[src/rtl/bus_pkg.sv]
// Shared bus definitions: ID width, the broadcast ID and destination-field extraction.
// Consumers select the self-filter option with the BUS_SRC_SELF_FILTER_EN macro.
package bus_pkg;

   localparam int ID_W = 8;
   localparam logic [ID_W-1:0] BROADCAST_ID = 8'hFF;

   // Widest packet that dest_of can accept; narrower packets are zero-extended.
   localparam int PKT_W_MAX = 256;
   typedef logic [PKT_W_MAX-1:0] pkt_wide_t;

   // Returns the top ID_W bits of a packet whose MSB sits at position msb.
   function automatic logic [ID_W-1:0] dest_of(input pkt_wide_t pkt,
                                                input logic [$clog2(PKT_W_MAX)-1:0] msb);
      return pkt[msb -: ID_W];
   endfunction

endpackage

[src/rtl/bus_src_fifo_mem.sv]
// Register array for the source FIFO: one synchronous write port and one
// asynchronous read port, so the head entry is visible in the same cycle.
module bus_src_fifo_mem
   import bus_pkg::*;
#(
   parameter int width = 16,
   parameter int depth = 8,
   localparam int AW = $clog2(depth)
) (
   input  logic             clk,
   input  logic             we,
   input  logic [AW-1:0]    waddr,
   input  logic [width-1:0] wdata,
   input  logic [AW-1:0]    raddr,
   output logic [width-1:0] rdata
);

   logic [width-1:0] mem [depth];

   // Storage is never cleared; the pointers decide which entries are live.
   always_ff @(posedge clk) begin
      if (we) mem[waddr] <= wdata;
   end

   assign rdata = mem[raddr];

endmodule

[src/rtl/bus_src_fifo.sv]
// Per-terminal source FIFO feeding the bus arbiter. First-word-fall-through head
// on D_pop, sticky overflow/underflow flags.
// Optional macro BUS_SRC_SELF_FILTER_EN drops pushes addressed to this terminal's
// own id (broadcasts are always kept) and counts them in self_drop_cnt.
module bus_src_fifo
   import bus_pkg::*;
#(
   parameter int              pckg_sz   = 16,
   parameter int              depth     = 8,
   parameter logic [ID_W-1:0] broadcast = BROADCAST_ID,
   parameter logic [ID_W-1:0] id        = '0
) (
   input  logic                       clk,
   input  logic                       reset,
   input  logic                       push,
   input  logic [pckg_sz-1:0]         D_push,
   output logic                       full,
   input  logic                       pop,
   output logic [pckg_sz-1:0]         D_pop,
   output logic                       pndng,
   output logic [$clog2(depth+1)-1:0] count,
   output logic                       ovf,
   output logic                       udf
`ifdef BUS_SRC_SELF_FILTER_EN
   ,
   output logic [15:0]                self_drop_cnt
`endif
);

   localparam int AW = $clog2(depth);
   localparam int CW = $clog2(depth+1);

   typedef logic [pckg_sz-1:0] pkt_t;

   logic [AW-1:0] wr_ptr;
   logic [AW-1:0] rd_ptr;
   pkt_t          head;
   logic          push_ok;
   logic          do_wr;
   logic          do_rd;

`ifdef BUS_SRC_SELF_FILTER_EN
   logic [ID_W-1:0] dest;
   logic            self_hit;

   assign dest     = dest_of(pkt_wide_t'(D_push), ($clog2(PKT_W_MAX))'(pckg_sz-1));
   assign self_hit = (dest == id) && (dest != broadcast);
   assign push_ok  = push && !self_hit;

   // Saturating count of pushes discarded because they target this terminal.
   always_ff @(posedge clk) begin
      if (!reset)
         self_drop_cnt <= '0;
      else if (push && self_hit && (self_drop_cnt != 16'hFFFF))
         self_drop_cnt <= self_drop_cnt + 16'd1;
   end
`else
   assign push_ok = push;
`endif

   // A full FIFO still accepts a write when the head leaves in the same cycle.
   assign do_rd = pop && pndng;
   assign do_wr = push_ok && (!full || pop);

   assign pndng = (count != '0);
   assign full  = (count == CW'(depth));
   assign D_pop = pndng ? head : '0;

   bus_src_fifo_mem #(
      .width (pckg_sz),
      .depth (depth)
   ) u_mem (
      .clk   (clk),
      .we    (do_wr && reset),
      .waddr (wr_ptr),
      .wdata (D_push),
      .raddr (rd_ptr),
      .rdata (head)
   );

   // Pointers, occupancy and sticky error flags; reset wins over push/pop.
   always_ff @(posedge clk) begin
      if (!reset) begin
         wr_ptr <= '0;
         rd_ptr <= '0;
         count  <= '0;
         ovf    <= 1'b0;
         udf    <= 1'b0;
      end else begin
         if (do_wr) wr_ptr <= wr_ptr + 1'b1;
         if (do_rd) rd_ptr <= rd_ptr + 1'b1;
         if (do_wr && !do_rd)
            count <= count + 1'b1;
         else if (do_rd && !do_wr)
            count <= count - 1'b1;
         if (push_ok && full && !pop) ovf <= 1'b1;
         if (pop && !pndng)           udf <= 1'b1;
      end
   end

endmodule
[config.mk]
export PLATFORM = sky130hd
export DESIGN_NAME = bus_src_fifo
export DESIGN_NICKNAME = d
export VERILOG_FILES = /design/src/rtl/bus_pkg.sv /design/src/rtl/bus_src_fifo_mem.sv /design/src/rtl/bus_src_fifo.sv
export SDC_FILE = /design/constraint.sdc
export NUM_CORES = 1
export LEC_CHECK = 0
export ABC_AREA = 1
export CAP_MARGIN = 20
export CORE_MARGIN = 1.5
export CORE_UTILIZATION = 60
export CTS_CLUSTER_SIZE = 8
export DETAILED_ROUTE_END_ITERATION = 10
export DONT_BUFFER_PORTS = 1
export PLACE_DENSITY = 0.85
export SETUP_SLACK_MARGIN = 0.02
export SLEW_MARGIN = 20
export SYNTH_ARGS = -nofsm -noshare
export SYNTH_HDL_FRONTEND = slang
export SYNTH_HIERARCHICAL = 1
export SYNTH_SLANG_ARGS = --single-unit
[constraint.sdc]
create_clock -name clk -period 3.5 [get_ports clk]
set_clock_uncertainty 0.1 [all_clocks]
set_input_delay 0.525 -clock clk [delete_from_list [all_inputs] [get_ports clk]]
set_output_delay 0.525 -clock clk [all_outputs]
set_load 0.02 [all_outputs]
---- Word level (Yosys, flattened, before mapping) ----
Memories as Yosys holds them, arrays and structs flattened. A register that Yosys moved wholly into a read port is not among the register bits.
Cells that the tools add are included.
cells by class
  $add $sub $neg .......................... 4
  $mul .................................... 0
  div/mod/pow operators ................... 0
  $lt $le $gt $ge ......................... 0
  eq/ne operators ......................... 1
  shift-type cells ........................ 0
  mux-type cells .......................... 7
  bitwise gates (word level) .............. 0
  reduce and logical (&&, ||, !) cells .... 16
operator list
  operator                                           count
  two-way mux 16 bit                                 1
  logical AND 1 bit                                  8
  two-way mux 4 bit                                  2
  adder 3 x 1 -> 3 bit (second input constant)       2
  two-way mux 3 bit                                  2
  zero test 1 bit                                    5
  adder 4 x 1 -> 4 bit (second input constant)       1
  equality test 4 bit (second input constant)        1
  nonzero test 4 bit                                 1
  subtractor 4 x 1 -> 4 bit (second input constant)  1
  two-way mux 1 bit                                  2
  nonzero test 2 bit                                 1
  logical OR 1 bit                                   1
word-level totals
  bits in registers ....................... 12
  bits in latches ......................... 0
  bits in writable memories ............... 128
  ROM bits ................................ 0
  input bits .............................. 20
  output and inout bits ................... 24
  logic and storage cells ................. 34
  memories kept ........................... 1
memory list
  name       depth  bits a word  read ports  clocked after Yosys merged registers in  write ports  line                    source
  u_mem.mem  8      16           1           1                                        1            bus_src_fifo_mem.sv:18  logic [width-1:0] mem [depth];

---- Depth between registers and ports, before layout ----
Gate-level depths: netlist of run 1.
  word-level depth ........................ 8
  mapped depth ............................ 15
  depth with buffers taken out ............ 15

---- Hierarchy ----
Netlist of run 1, hierarchy kept.
by module, submodules not included
  module            times used  cells each  area each (µm²)  sequential area each (µm²)
  bus_src_fifo_mem  1           571         5,669.2          3,843.7
  bus_src_fifo      1           120         832.0            240.2

---- Least setup slack after synthesis of run 1 ----
No wires, ideal clock.
  path type ............................... flip-flop to flip-flop
  from .................................... reg count[0]
  to ...................................... mem u_mem.mem[1][0] (enable)
  library setup time ...................... 0.388 ns
  arrival time ............................ 1.763 ns
  data required time ...................... 3.012 ns
  slack ................................... 1.248 ns
  stages on the path, launching flop included .. 7
  path buffers ............................ 0
  clock period less this slack ............ 2.252 ns
  cells stage by stage .................... dfxtp_1 nor2_4 nand3_2 nand2_2 nor2_1 nand2_1 nor2_1
between the ends
  word-level cells in the longest chain between the ends .. 7
ends and longest elaborated chain
  element                                  line                    source
  start, declared                          bus_src_fifo.sv:21      output logic [$clog2(depth+1)-1:0] count,
  start signal, assigned                   bus_src_fifo.sv:93      count <= count + 1'b1;
  start signal, assigned                   bus_src_fifo.sv:95      count <= count - 1'b1;
  equality test 4 bit                      bus_src_fifo.sv:66      assign full = (count == CW'(depth));
  zero test 1 bit                          bus_src_fifo.sv:63      assign do_wr = push_ok && (!full || pop);
  logical OR 1 bit                         bus_src_fifo.sv:63
  logical AND 1 bit                        bus_src_fifo.sv:63
  logical AND 1 bit                        bus_src_fifo.sv:74      .we (do_wr && reset),
  two-way mux 1 bit                        bus_src_fifo_mem.sv:22  if (we) mem[waddr] <= wdata;
  two-way mux 1 bit (not written as such)  bus_src_fifo_mem.sv:22
  end, declared                            bus_src_fifo_mem.sv:18
No other way between the ends.

==> metrics.yaml, run 1 <==
setup_path:
  arrival_ns: 2.41
  critPathKind: "reg -> out"
  crit_fanout: 29
  crit_path_start: "rd_ptr[0]"
  cp_slowest_stage_delay_ns: 0.58
  cp_cell_sequence: "inv_2 -> buf_4 -> nand2_1 -> nand3_1 -> nand2_1 -> nand2_1 -> nand2_1 -> inv_1 -> nor2_1"
  crit_top_cell: "nand2_1"
  timing.rr.start: "count[0]"
  cp-end-kind: "primary output"
  cpMaxStageDelayCell: "dfxtp_2"
  r2r_end: "u_mem/mem[3][14]"
  endpoint: "D_pop[3]"
  r2r_slack_ns: 0.99
  reg2regPathDepth: 7
  crit_required_ns: 2.87
  setup.worst_path.start_class: "flip-flop"
global_routing:
  grt_pass1_wl_um: 22400
  grt_max_degree: 47
  grt_overflow_total: 0
  grt_usage_pct: 26.4
  top_usage_layer: "met2"
  grt_pass1_vias: 4638
  use_met3_pct: 7.36
  met1_usage_pct: 32.0
  antenna_found_initial: 1
  globalRouteMet2Util_pct: 43.8
layout:
  nFillCells: 723
  final_nets: 746
  syn_to_final_growth_pct: 12.1
  stdcell_area_um2: 7290
  drive_gt1_share_pct: 8.87
  finalCoreUtilization_pct: 70.0
sta:
  layout_worst_path_cycle_share_pct: 86.7
  setup_violations: 0
  rsz0062_at_grt: "false"
  max_freq_ghz: 0.329
  setup_tns_ns: 0
  slew_viol_final: 0
  min_period_ns: 3.04
  hold_violations: 0
  worstMarginPinSlew_ns: 0.791
  slew_headroom_pct: 47.2
  setup_ws_ns: 0.464
yosys:
  synthArstFlopShare_pct: 0
  synth_ff_type: "edfxtp_1"
  ys_seq_area_share_pct: 62.8
  ys_top_cells_by_area: "edfxtp_1 (59%), nand2_1 (13%), inv_1 (9.2%), nand3_1 (5.5%), dfxtp_1 (3.7%)"
  syn_area_per_cell_um2: 9.41
  synth_edf_count: 128
  synth_fp_nets: 717
  ys_ff_latch: 140
  synth-warning-count: 6
  synth_cells: 691
  yosysTopAreaCellShare_pct: 59.1
  syn-cell-area_um2: 6500
  yosys.area.top_type: "edfxtp_1"
  synth_cell_types: 25
power:
  swShare_pct: 35.3
  netSwitchingPower_mw: 1.69
  worst_ir_drop_vdd_mv: 0.448
  power_frac_comb_pct: 26.8
  p_int_mw: 3.09
  finalPower_mw: 4.78
  leakage_nw: 3.40
  clockPowerShare_pct: 31.3
  powerDensity_nw_per_um2: 656
  p_seq_share_pct: 41.9
clock_tree:
  cts_made_buffers: 17
  clk_pin_slew_worst_paths_ns: 0.06
  cts.root.buffer_cell: "clkbuf_8"
  htree_levels: 4
  cts.sinks: 140
  cts_resized: 0
  cts_tree: "yes"
  cts_buffer_depth: 2
  clk-insertion-delay-late_ns: 0.52
route:
  ant_nets: 0
  avgViaCountPerCell: 5.41
  drc: 0
  via_count: 4703
  drt-initial-drc-count: 500
  wl_um: 14300
  drt_first_pass_iters: 5
  post_drt_wl_per_cell_um: 16.5
place:
  place_area_um2: 6630
  hpwlAfterDp_um: 8410
  gp_congestion: 0.801
  detailedPlace.worstSlack_ns: 1.01
  numPortBuffers: 0
floorplan:
  start_util_pct: 62.4
  core_um2: 10400
  dieArea_um2: 11500
  ioPinCount: 44
  die_y_um: 107
  die_x_um: 107
  fp-row-count: 37
min_path:
  whs_path_depth: 1
  worstHoldPathType: "in -> reg"
flow_run:
  drv_cap: 0
status:
  status: "finished, final reports clean"
through the flow:
stage | hold WS [ns] | instances
after floorplan | 0.368 | 691
after global placement | 0.403 | 821
after detailed placement | 0.424 | 821
after CTS | 0.0188 | 869
after global routing | 0.0107 | 869
final | 0.0257 | 870
layer usage:
layer	routed length (µm)	up-vias
met5	0	-
met4	449	0
met3	1460	47
met2	7120	283
met1	5300	2186
li1	-	2187
layout make-up:
cell class,instances,area (µm²),share of cell area (%)
multi-input combinational,363,1620,22.2
antenna,1,2.50,0.0343
sequential,140,4090,56.1
clock inverter,15,83.8,1.15
timing repair buffer,34,295,4.05
tap,136,170,2.33
inverter,164,618,8.48
clock buffer,17,414,5.68
synth_stat cells (2+ instances only):
master / n
o21ai_0: 3
nor2_4: 2
buf_2: 12
inv_1: 160
nor2_2: 6
dfxtp_1: 12
nand2_4: 2
nand2_2: 2
nand2_1: 224
ha_1: 5
xor2_1: 4
a21oi_1: 7
buf_6: 8
buf_4: 4
inv_2: 3
nor2_1: 30
nand3_1: 72
edfxtp_1: 128
worst max-delay path: cells and delay by family (launching register included):
family	cells	cell delay, ns
buf+inv	3	0.59
flops	1	0.58
simple gates	6	0.73
logic make-up (layout without fill, tap and decap cells):
kind of cell	count (synthesis)	after routing	share of synthesized area, %
adders and majority gates	6	6	1.27
other	0	1	0
and+or+nand+nor	340	340	21.9
AOI/OAI and AO/OA	12	12	1.02
xor gates and xnor gates	5	5	0.674
DFF	140	140	62.8
buffers and inverters	188	230	12.3
registers in the layout (all words and copies together), names as in the netlist:
register,count
count,4
ovf,1
rd_ptr,3
u_mem/mem,128
udf,1
wr_ptr,3
worst min path at each step:
stage                   start        end  slack, ns
floorplan           rd_ptr[1]  rd_ptr[1]       0.37
global placement    wr_ptr[2]  wr_ptr[2]       0.40
detailed placement  wr_ptr[2]  wr_ptr[2]       0.42
CTS                     reset        udf       0.02
global route            reset        udf       0.01
finish                  reset        udf       0.03
placed cells by master (no fill, tap or decap), drive strengths merged:
cell type,instances
clkinv,11
buf,18
clkinvlp,4
inv,164
edfxtp,128
dfxtp,12
diode,1
nor2,38
o21ai,4
fa,1
ha,5
xor2,4
dlygate4sd3,16
nand3,73
clkbuf,17
nand3b,1
xnor2,1
o21a,1
nand2,228
a21oi,7
power groups by stage:
stage	combinational, mW	sequential [mW]	clock (mW)
6_report	1.28	2.00	1.49
5_1_grt	1.41	2.01	1.57
4_1_cts	1.27	2.00	1.50
3_5_place_dp	1.21	2.04	0
3_3_place_gp	1.16	2.03	0
2_1_floorplan	1.06	2.01	0
timing repair:
item / CTS / global route
hold buffers: 16 / 0
endpoints found under the hold margin: 128 / 0
buffers inserted: 0 / 0
(Power assumes the default switching activity.)
==> inputs of run 2 (changes only) <==
- CTS_BUF_LIST: not set -> sky130_fd_sc_hd__clkbuf_4 sky130_fd_sc_hd__clkbuf_8
==> metrics.yaml, run 2 (synthesis gave the netlist of run 1 again) <==
layout:
  final_cell_mix: "nand2_1 (224), inv_1 (160), edfxtp_1 (128), nand3_1 (72), nor2_1 (30)"  # unchanged
  largest_reg_flops: 128  # unchanged
  nFillCells: 773  # was 723
  reg_top3: "u_mem/mem (128), count (4)"  # unchanged
  antenna_cells: 0  # was 1
  max_flop_register: "u_mem/mem"  # unchanged
  syn_to_final_growth_pct: 6.83  # was 12.1%
  drive_gt1_share_pct: 9.07  # was 8.87%
  final_nets: 730  # was 746
  final_common_cell: "nand2_1"  # unchanged
sta:
  setup_violations: 0  # unchanged
  slew_headroom_pct: 49.2  # was 47.2%
  holdWs_ns: 0.0779  # was 0.0257 ns
  slew_viol_final: 0  # unchanged
  min_period_ns: 2.96  # was 3.04 ns
  hold_violations: 0  # unchanged
  setup_tns_ns: 0  # unchanged
  layout_worst_path_cycle_share_pct: 84.4  # was 86.7%
  max_freq_ghz: 0.338  # was 0.329 GHz
  rsz0062_at_grt: "false"  # unchanged
  worstMarginPinSlew_ns: 0.761  # was 0.791 ns
global_routing:
  grt_usage_pct: 25.6  # was 26.4%
  grt_pass1_vias: 4451  # was 4,638
  grt_max_degree: 47  # unchanged
  grt_pass1_wl_um: 21500  # was 22,400 µm
  grt_overflow_total: 0  # unchanged
  antenna_found_initial: 0  # was 1
route:
  wl_um: 13700  # was 14,300 µm
  avgViaCountPerCell: 5.26  # was 5.41
  post_drt_wl_per_cell_um: 16.0  # was 16.5 µm
  drc: 0  # unchanged
  drt_first_pass_iters: 5  # unchanged
  drt-initial-drc-count: 545  # was 500
  via_count: 4489  # was 4,703
  ant_nets: 0  # unchanged
clock_tree:
  cts_made_buffers: 17  # unchanged
  cts.sinks: 140  # unchanged
  ctsHoldBuffers: 0  # was 16
  htree_levels: 4  # unchanged
  cts_buffer_depth: 2  # unchanged
  clk-insertion-delay-late_ns: 0.44  # was 0.52 ns
  cts_resized: 0  # unchanged
  cts_tree: "yes"  # unchanged
  clk_pin_slew_worst_paths_ns: 0.08  # was 0.06 ns
  postCtsSetupBuffers: 0  # unchanged
  cts.root.buffer_cell: "clkbuf_8"  # unchanged
setup_path:
  crit_fanout: 29  # unchanged
  reg2regPathDepth: 7  # unchanged
  r2r_end: "u_mem/mem[3][8]"  # was u_mem/mem[3][14]
  timing.rr.start: "count[0]"  # unchanged
  cp-end-kind: "primary output"  # unchanged
  setup.worst_path.start_class: "flip-flop"  # unchanged
  crit_required_ns: 2.87  # about the same
  r2r_slack_ns: 0.98  # was 0.99 ns
  arrival_ns: 2.33  # was 2.41 ns
  critPathKind: "reg -> out"  # unchanged
flow_run:
  drv_cap: 0  # unchanged
power:
  worst_ir_drop_vdd_mv: 0.414  # was 0.448 mV
  finalPower_mw: 4.29  # was 4.78 mW
  powerDensity_nw_per_um2: 618  # was 656 nW/µm²
  leakage_nw: 3.25  # was 3.40 nW
floorplan:
  die_y_um: 107  # unchanged
  ioPinCount: 44  # unchanged
  dieArea_um2: 11500  # unchanged
  fp-row-count: 37  # unchanged
  die_x_um: 107  # unchanged
  core_um2: 10400  # unchanged
  start_util_pct: 62.4  # unchanged
place:
  numPortBuffers: 0  # unchanged
  gp_congestion: 0.801  # unchanged
  hpwlAfterDp_um: 8410  # unchanged
min_path:
  hold_start: "D_push[12]"  # was reset
  worstHoldPathType: "in -> reg"  # unchanged
  whs_path_depth: 0  # was 1
  hold_end: "u_mem/mem[1][12]"  # was udf
status:
  status: "finished, final reports clean"  # unchanged
[run 2: layout make-up]
| type | count | area (µm²) | area share [%] |
|---|---|---|---|
| Multi-Input combinational cell | 363 | 1620 | 23.3 |
| Tap cell | 136 | 170 | 2.45 |
| Clock inverter | 15 | 83.8 | 1.21 |
| Sequential cell | 140 | 4090 | 58.8 |
| Inverter | 164 | 618 | 8.90 |
| Timing Repair Buffer | 18 | 135 | 1.95 |
| Clock buffer | 17 | 234 | 3.37 |
[run 2: worst max-delay path, stage by stage (launching register included)]
cell and delay, ns:
dfxtp_2 0.59, inv_2 0.25, buf_4 0.30, nand2_1 0.10, nand3_1 0.06, nand2_1 0.09, nand2_1 0.06, nand2_1 0.11
inv_1 0.04, nor2_1 0.31
[run 2: how the worst max path moves through the flow]
stage,start,to,slack [ns],depth (start not counted)
global placement,count[0],u_mem/mem[3][15],1.06,7
global route,rd_ptr[0],D_pop[4],0.36,9
detailed placement,rd_ptr[0],D_pop[3],1.01,9
floorplan,count[0],u_mem/mem[1][0],1.25,6
CTS,rd_ptr[0],D_pop[3],0.53,9
finish,rd_ptr[0],D_pop[3],0.54,9
[run 2: metrics by stage]
stage                     instance area (µm²)  util (%)  setup slack, ns  instances
after global placement                   6630      63.6             1.06        821
after global routing                     6950      66.7            0.362        853
after CTS                                6950      66.7            0.534        853
after floorplan                          6500         -             1.25        691
after detailed placement                 6630      63.6             1.01        821
final                                    6950      66.7            0.544        853
[run 2: power breakdown]
group / switching [mW] / leakage [nW] / internal [mW]
Sequential: 0.106 / 1.26 / 1.89
Combinational: 0.897 / 1.84 / 0.335
Clock: 0.592 / 0.157 / 0.470
Total: 1.60 / 3.25 / 2.70
[run 2: per-layer routing]
metal,wire length [µm],part of all wire [%],vias to the layer above,GRT usage (%)
met5,0,0,-,0
met4,218,1.6,0,10.6
met3,1550,11,23,7.54
met2,6920,51,259,42.1
met1,4980,36,2057,31.6
li1,-,-,2150,-
==> edit 1 (settings of run 2) <==
Register the output `ovf` once more, with the module's reset; this adds one clock of latency there. The other outputs are not delayed to match.
--- a/src/rtl/bus_src_fifo.sv
+++ b/src/rtl/bus_src_fifo.sv
@@ -31,6 +31,8 @@
    localparam int CW = $clog2(depth+1);
 
    typedef logic [pckg_sz-1:0] pkt_t;
+
+   logic ovf_s0;
 
    logic [AW-1:0] wr_ptr;
    logic [AW-1:0] rd_ptr;
@@ -84,7 +86,7 @@
          wr_ptr <= '0;
          rd_ptr <= '0;
          count  <= '0;
-         ovf    <= 1'b0;
+         ovf_s0 <= 1'b0;
          udf    <= 1'b0;
       end else begin
          if (do_wr) wr_ptr <= wr_ptr + 1'b1;
@@ -93,9 +95,17 @@
             count <= count + 1'b1;
          else if (do_rd && !do_wr)
             count <= count - 1'b1;
-         if (push_ok && full && !pop) ovf <= 1'b1;
+         if (push_ok && full && !pop) ovf_s0 <= 1'b1;
          if (pop && !pndng)           udf <= 1'b1;
       end
    end
 
+   always_ff @(posedge clk) begin
+      if (!reset) begin
+         ovf <= '0;
+      end else begin
+         ovf <= ovf_s0;
+      end
+   end
+
 endmodule
Check against the original RTL: no difference found for any inputs over 4 cycles, from zero or initial values and one cycle with reset low; that may be too few to reach the edited logic, so the function may still have changed.
==> edit 1 against run 2 <==
- fmax is 1.1% lower
- sequential cell count rose by 1
- highest routed layer unchanged
- global-route usage rose by 0.92 points
- largest power group unchanged
- via count is 2.4% higher
- routed wire length increased by 3.2%
- final area fell by 0.14%
- total power grew 1.6%
- hold slack got worse by 0.0042 ns
- area after synthesis about the same
- setup slack worse by 0.032 ns
==> edit 1: results (changes against run 2) <==
Run status
  – Status: finished clean (unchanged)

CTS
  – Worst skew pair latency: 0.44 ns (about the same)
  – CTS Root Cell: clkbuf_8 (unchanged)
  – Postcts setup bufs: 0 (unchanged)
  – PostCTS Resize Cnt: 0 (unchanged)
  – H-Tree Depth: 4 (unchanged)
  – Max clock buf depth: 2 (unchanged)

Timing
  – Max-slew headroom at the worst pin: 0.4136 (was 0.4919)

Synthesis
  – Post-synth top cells: 226 x nand2_1, 159 x inv_1, 128 x edfxtp_1 (was 224 x nand2_1, 160 x inv_1, 128 x edfxtp_1)
  – Sequential area share after synthesis: 0.6311 (was 0.6282)
  – Post-synth EDFFs: 128 (unchanged)
  – Synth cell types: 25 (unchanged)
  – Cell with the most instances after synthesis: nand2_1 (unchanged)
  – Top FF cell, synth: edfxtp_1 (unchanged)
  – Fraction of registers with async set/reset: 0 (unchanged)
  – Syn_nets: 719 (was 717)
  – Synth area leaders: edfxtp_1 59%, nand2_1 13%, inv_1 9.2% (unchanged)
  – Yosys warns: 6 (unchanged)

Critical path
  – R2R Setup Slk: 0.91 ns (was 0.98 ns)
  – Worst path slowest cell: dfxtp_1 (was dfxtp_2)
  – Reg2reg start: count[0] (unchanged)
  – Reg2reg path depth: 7 (unchanged)
  – RR Endpoint: u_mem/mem[4][14] (was u_mem/mem[3][8])
  – CP max FO: 25 (was 29)
  – Slowest Stage Delay on Critical Path: 0.53 ns (was 0.59 ns)

Cells and area
  – Layout cells sized above 1: 0.07022 (was 0.09066)
  – Fillers: 770 (was 773)
  – Layout Nets: 726 (was 730)
  – Largest regs: u_mem/mem x128, count x4 (unchanged)
  – Ant diodes: 0 (unchanged)

Placed design
  – Hpwl dp: 8921 um (was 8409 um)
  – Port Buffer Count: 0 (unchanged)
  – Routability cong.: 0.9272 (was 0.8008)

GRT
  – Total GRT Usage: 0.2648 (was 0.2557)
  – Vias in the first global route: 4,462 (was 4,451)
  – Global Route met1 Usage: 0.3471 (was 0.3161)
  – First-pass GRT wire length: 22,360 um (was 21,550 um)
  – Grt met2 use: 0.4076 (was 0.4208)
  – Largest net degree at the start of global routing: 67 (was 47)
  – Routing usage on met3: 0.07720 (was 0.07538)
  – Initial antenna violation count: 0 (unchanged)

Detailed routing
  – Iter 0 DRT Violations: 369 (was 545)
  – DR top layer: met4 (unchanged)
  – Drt total wl: 14,110 um (was 13,670 um)
  – First-pass DRT Iterations: 6 (was 5)
  – DRT met1 WL: 5544 um (was 4980 um)
  – Met3 WL post-DR: 1427 um (was 1551 um)
  – Vias: 4,595 (was 4,489)
  – Met2 wire len: 6822 um (was 6921 um)

Min path
  – Worst Hold Launch: D_push[2] (was D_push[12])
  – Worst hold path type: in -> reg (unchanged)
  – Hold path cells: 0 (unchanged)
  – Worst hold endpoint: u_mem/mem[0][2] (was u_mem/mem[1][12])

Power
  – Pleak: 3.259 nW (was 3.253 nW)
  – Worst IR Drop VDD: 0.5330 mV (was 0.4137 mV)
[edit 1: critical path: cells and delay by family (launching register included)]
kind	cells	cell delay [ns]
DFF	1	0.53
and+or+nand+nor	5	0.69
buffers and inverters	3	0.70
[edit 1: kinds of logic after synthesis]
group,share of synthesized area
flops,0.6311
fa+ha+maj,0.01270
simple gates,0.2167
compound gates,0.01020
buf+inv,0.1226
xor+xnor,0.006734
[edit 1: stage by stage]
step | hold slack, ns | cell area [um^2] | instances | power [mW] | setup slack (ns)
2_1_floorplan | 0.2997 | 6502 | 693 | 3.041 | 1.228
3_3_place_gp | 0.3167 | 6579 | 816 | 3.184 | 0.9763
3_5_place_dp | 0.3270 | 6579 | 816 | 3.237 | 0.9011
4_1_cts | 0.05137 | 6908 | 847 | 4.338 | 0.5106
5_1_grt | 0.03895 | 6935 | 848 | 4.581 | 0.3242
6_report | 0.07373 | 6935 | 848 | 4.362 | 0.5128
[edit 1: cell type report]
cell class / count / share of cell area
clock inverter: 12 / 0.01155
timing repair buffer: 13 / 0.01696
inverter: 163 / 0.08822
tap: 136 / 0.02454
sequential: 141 / 0.5919
multi-input combinational: 364 / 0.2309
clock buffer: 19 / 0.03590
[edit 1: report_power, final]
group	leakage, nW	internal (mW)	switching (mW)
Combinational	1.82	0.333	0.906
Sequential	1.26	1.91	0.100
Clock	0.171	0.551	0.567
Total	3.26	2.79	1.57
[edit 1: worst max path at each step]
stage,from,end,slack (ns),depth (start not counted)
2_1_floorplan,count[0],u_mem/mem[1][0],1.23,6
3_3_place_gp,count[0],u_mem/mem[4][14],0.98,7
3_5_place_dp,count[0],u_mem/mem[5][11],0.90,7
4_1_cts,rd_ptr[1],D_pop[0],0.51,8
5_1_grt,rd_ptr[1],D_pop[8],0.32,8
6_report,rd_ptr[1],D_pop[0],0.51,8
==> edit 2 (config.mk and constraints of run 2) <==
Made on the original files. The option `BUS_SRC_SELF_FILTER_EN` is turned on by a define.
--- a/src/rtl/bus_src_fifo.sv
+++ b/src/rtl/bus_src_fifo.sv
@@ -2,6 +2,8 @@
 // on D_pop, sticky overflow/underflow flags.
 // Optional macro BUS_SRC_SELF_FILTER_EN drops pushes addressed to this terminal's
 // own id (broadcasts are always kept) and counts them in self_drop_cnt.
+`define BUS_SRC_SELF_FILTER_EN
+
 module bus_src_fifo
    import bus_pkg::*;
 #(
Formal check against the unedited RTL (old outputs only; new: self_drop_cnt): not equivalent (a bounded check fails within 4 cycles, from zero or initial values and one cycle with reset low).
==> edit 2 against run 2 <==
- setup slack worse by 0.14 ns
- fmax down 4.5%
- routed wire length increased by 7.1%
- final area rose by 15%
- total power increased by 13%
- largest cell class unchanged
- sequential cell count grew 16
- critical endpoint is now D_pop[15]
- area after synthesis up 15%
- first-iteration DRC count down 33%
==> edit 2: results (changes against run 2) <==
CTS
  – Clock Sink Count: 156 (was 140)

Power
  – Worst IR Drop VDD: 0.5553 mV (was 0.4137 mV)
  – Pwr dens: 607.9 mW/mm^2 (was 618.2 mW/mm^2)
  – Int Pwr: 3.203 mW (was 2.698 mW)
  – Sequential share of power: 0.444 (was 0.466)
  – Pleak: 3.593 nW (was 3.253 nW)

Synthesis
  – Post-synthesis average cell area: 8.834 um^2 (was 9.408 um^2)
  – Synth cell types: 27 (was 25)
  – Syn_nets: 872 (was 717)
  – Post-synth top cells: 283 x nand2_1, 174 x inv_1, 128 x edfxtp_1 (was 224 x nand2_1, 160 x inv_1, 128 x edfxtp_1)
  – Post-Synth Adder-Cell Area: 0.01274 (was 0.01270)
  – Sequential area share after synthesis: 0.5900 (was 0.6282)
  – Synth Area in XOR/XNOR: 0.01291 (was 0.006736)

GRT
  – Largest net degree at the start of global routing: 68 (was 47)
  – Total GRT Usage: 0.2391 (was 0.2557)
  – First-pass GRT wire length: 23,410 um (was 21,550 um)
  – Vias in the first global route: 5,019 (was 4,451)

Critical path
  – Reg2reg path depth: 15 (was 7)
  – Slowest Stage Delay on Critical Path: 0.68 ns (was 0.59 ns)
  – CP max FO: 64 (was 29)
  – Worst path slowest cell: clkinv_2 (was dfxtp_2)
  – R2R Setup Slk: 0.92 ns (was 0.98 ns)
  – RR Endpoint: count[3] (was u_mem/mem[3][8])

Cells and area
  – Ant diodes: 0 (unchanged)
  – Inverters: 177 (was 164)
  – Non-clk bufs: 13 (was 18)
  – Seq/total area: 0.5524 (was 0.5882)
  – Signal buf overhead: 0.01381 (was 0.01946)
  – ClkCell Share: 0.05005 (was 0.04576)
  – Clock buf count: 19 (was 17)
  – Multi-input gate share of total cell area: 0.2739 (was 0.2331)
  – Fillers: 927 (was 773)
  – Layout Nets: 875 (was 730)
  – Area of the multi-input gates: 0.002185 mm^2 (was 0.001619 mm^2)
  – Final Instance Count excl. Fillers: 1,026 (was 853)

Timing
  – Worst Tran Pin Value: 0.8903 ns (was 0.7613 ns)

Placed design
  – DP Worst Slack: 0.8383 ns (was 1.012 ns)
  – DP Area: 0.007575 mm^2 (was 0.006628 mm^2)
  – Routability cong.: 0.7839 (was 0.8008)
  – Hpwl dp: 8537 um (was 8409 um)

Detailed routing
  – Iter 0 DRT Violations: 365 (was 545)
  – Drt total wl: 14,640 um (was 13,670 um)

Run status
  – Status: finished clean (unchanged)

Min path
  – Worst hold endpoint: u_mem/mem[3][13] (was u_mem/mem[1][12])

Floorplan
  – FP Rows: 40 (was 37)
==> edit 2: cell count changes after synthesis, sizes merged, moves of 3 or more <==
cell           run 2  this run
inv              164       177
clkbuf             0         4
nor2              38        60
nand4              0         3
xnor2              1         6
a21oi              7        23
dfxtp             12        28
nand2            228       294
o21ai              4         8
==> edit 2: metal layers <==
layer	part of all wire	wire length (um)	GRT usage	vias up
li1	-	-	-	2604
met1	0.39	5666	0.2708	2366
met2	0.52	7616	0.4244	177
met3	0.076	1109	0.07358	22
met4	0.017	245	0.09000	0
met5	0	0	0	-
==> edit 2: critical path, delay by kind of cell, from the launching register on <==
kind	cells	cell delay, ns
simple gates	6	0.96
buf+inv	2	0.73
flops	1	0.34
==> edit 2: kinds of logic (layout without fill, tap and decap cells) <==
family,after synthesis,after routing
buf+inv,206,219
simple gates,432,432
xor+xnor,11,11
fa+ha+maj,7,7
flops,156,156
compound gates,33,33
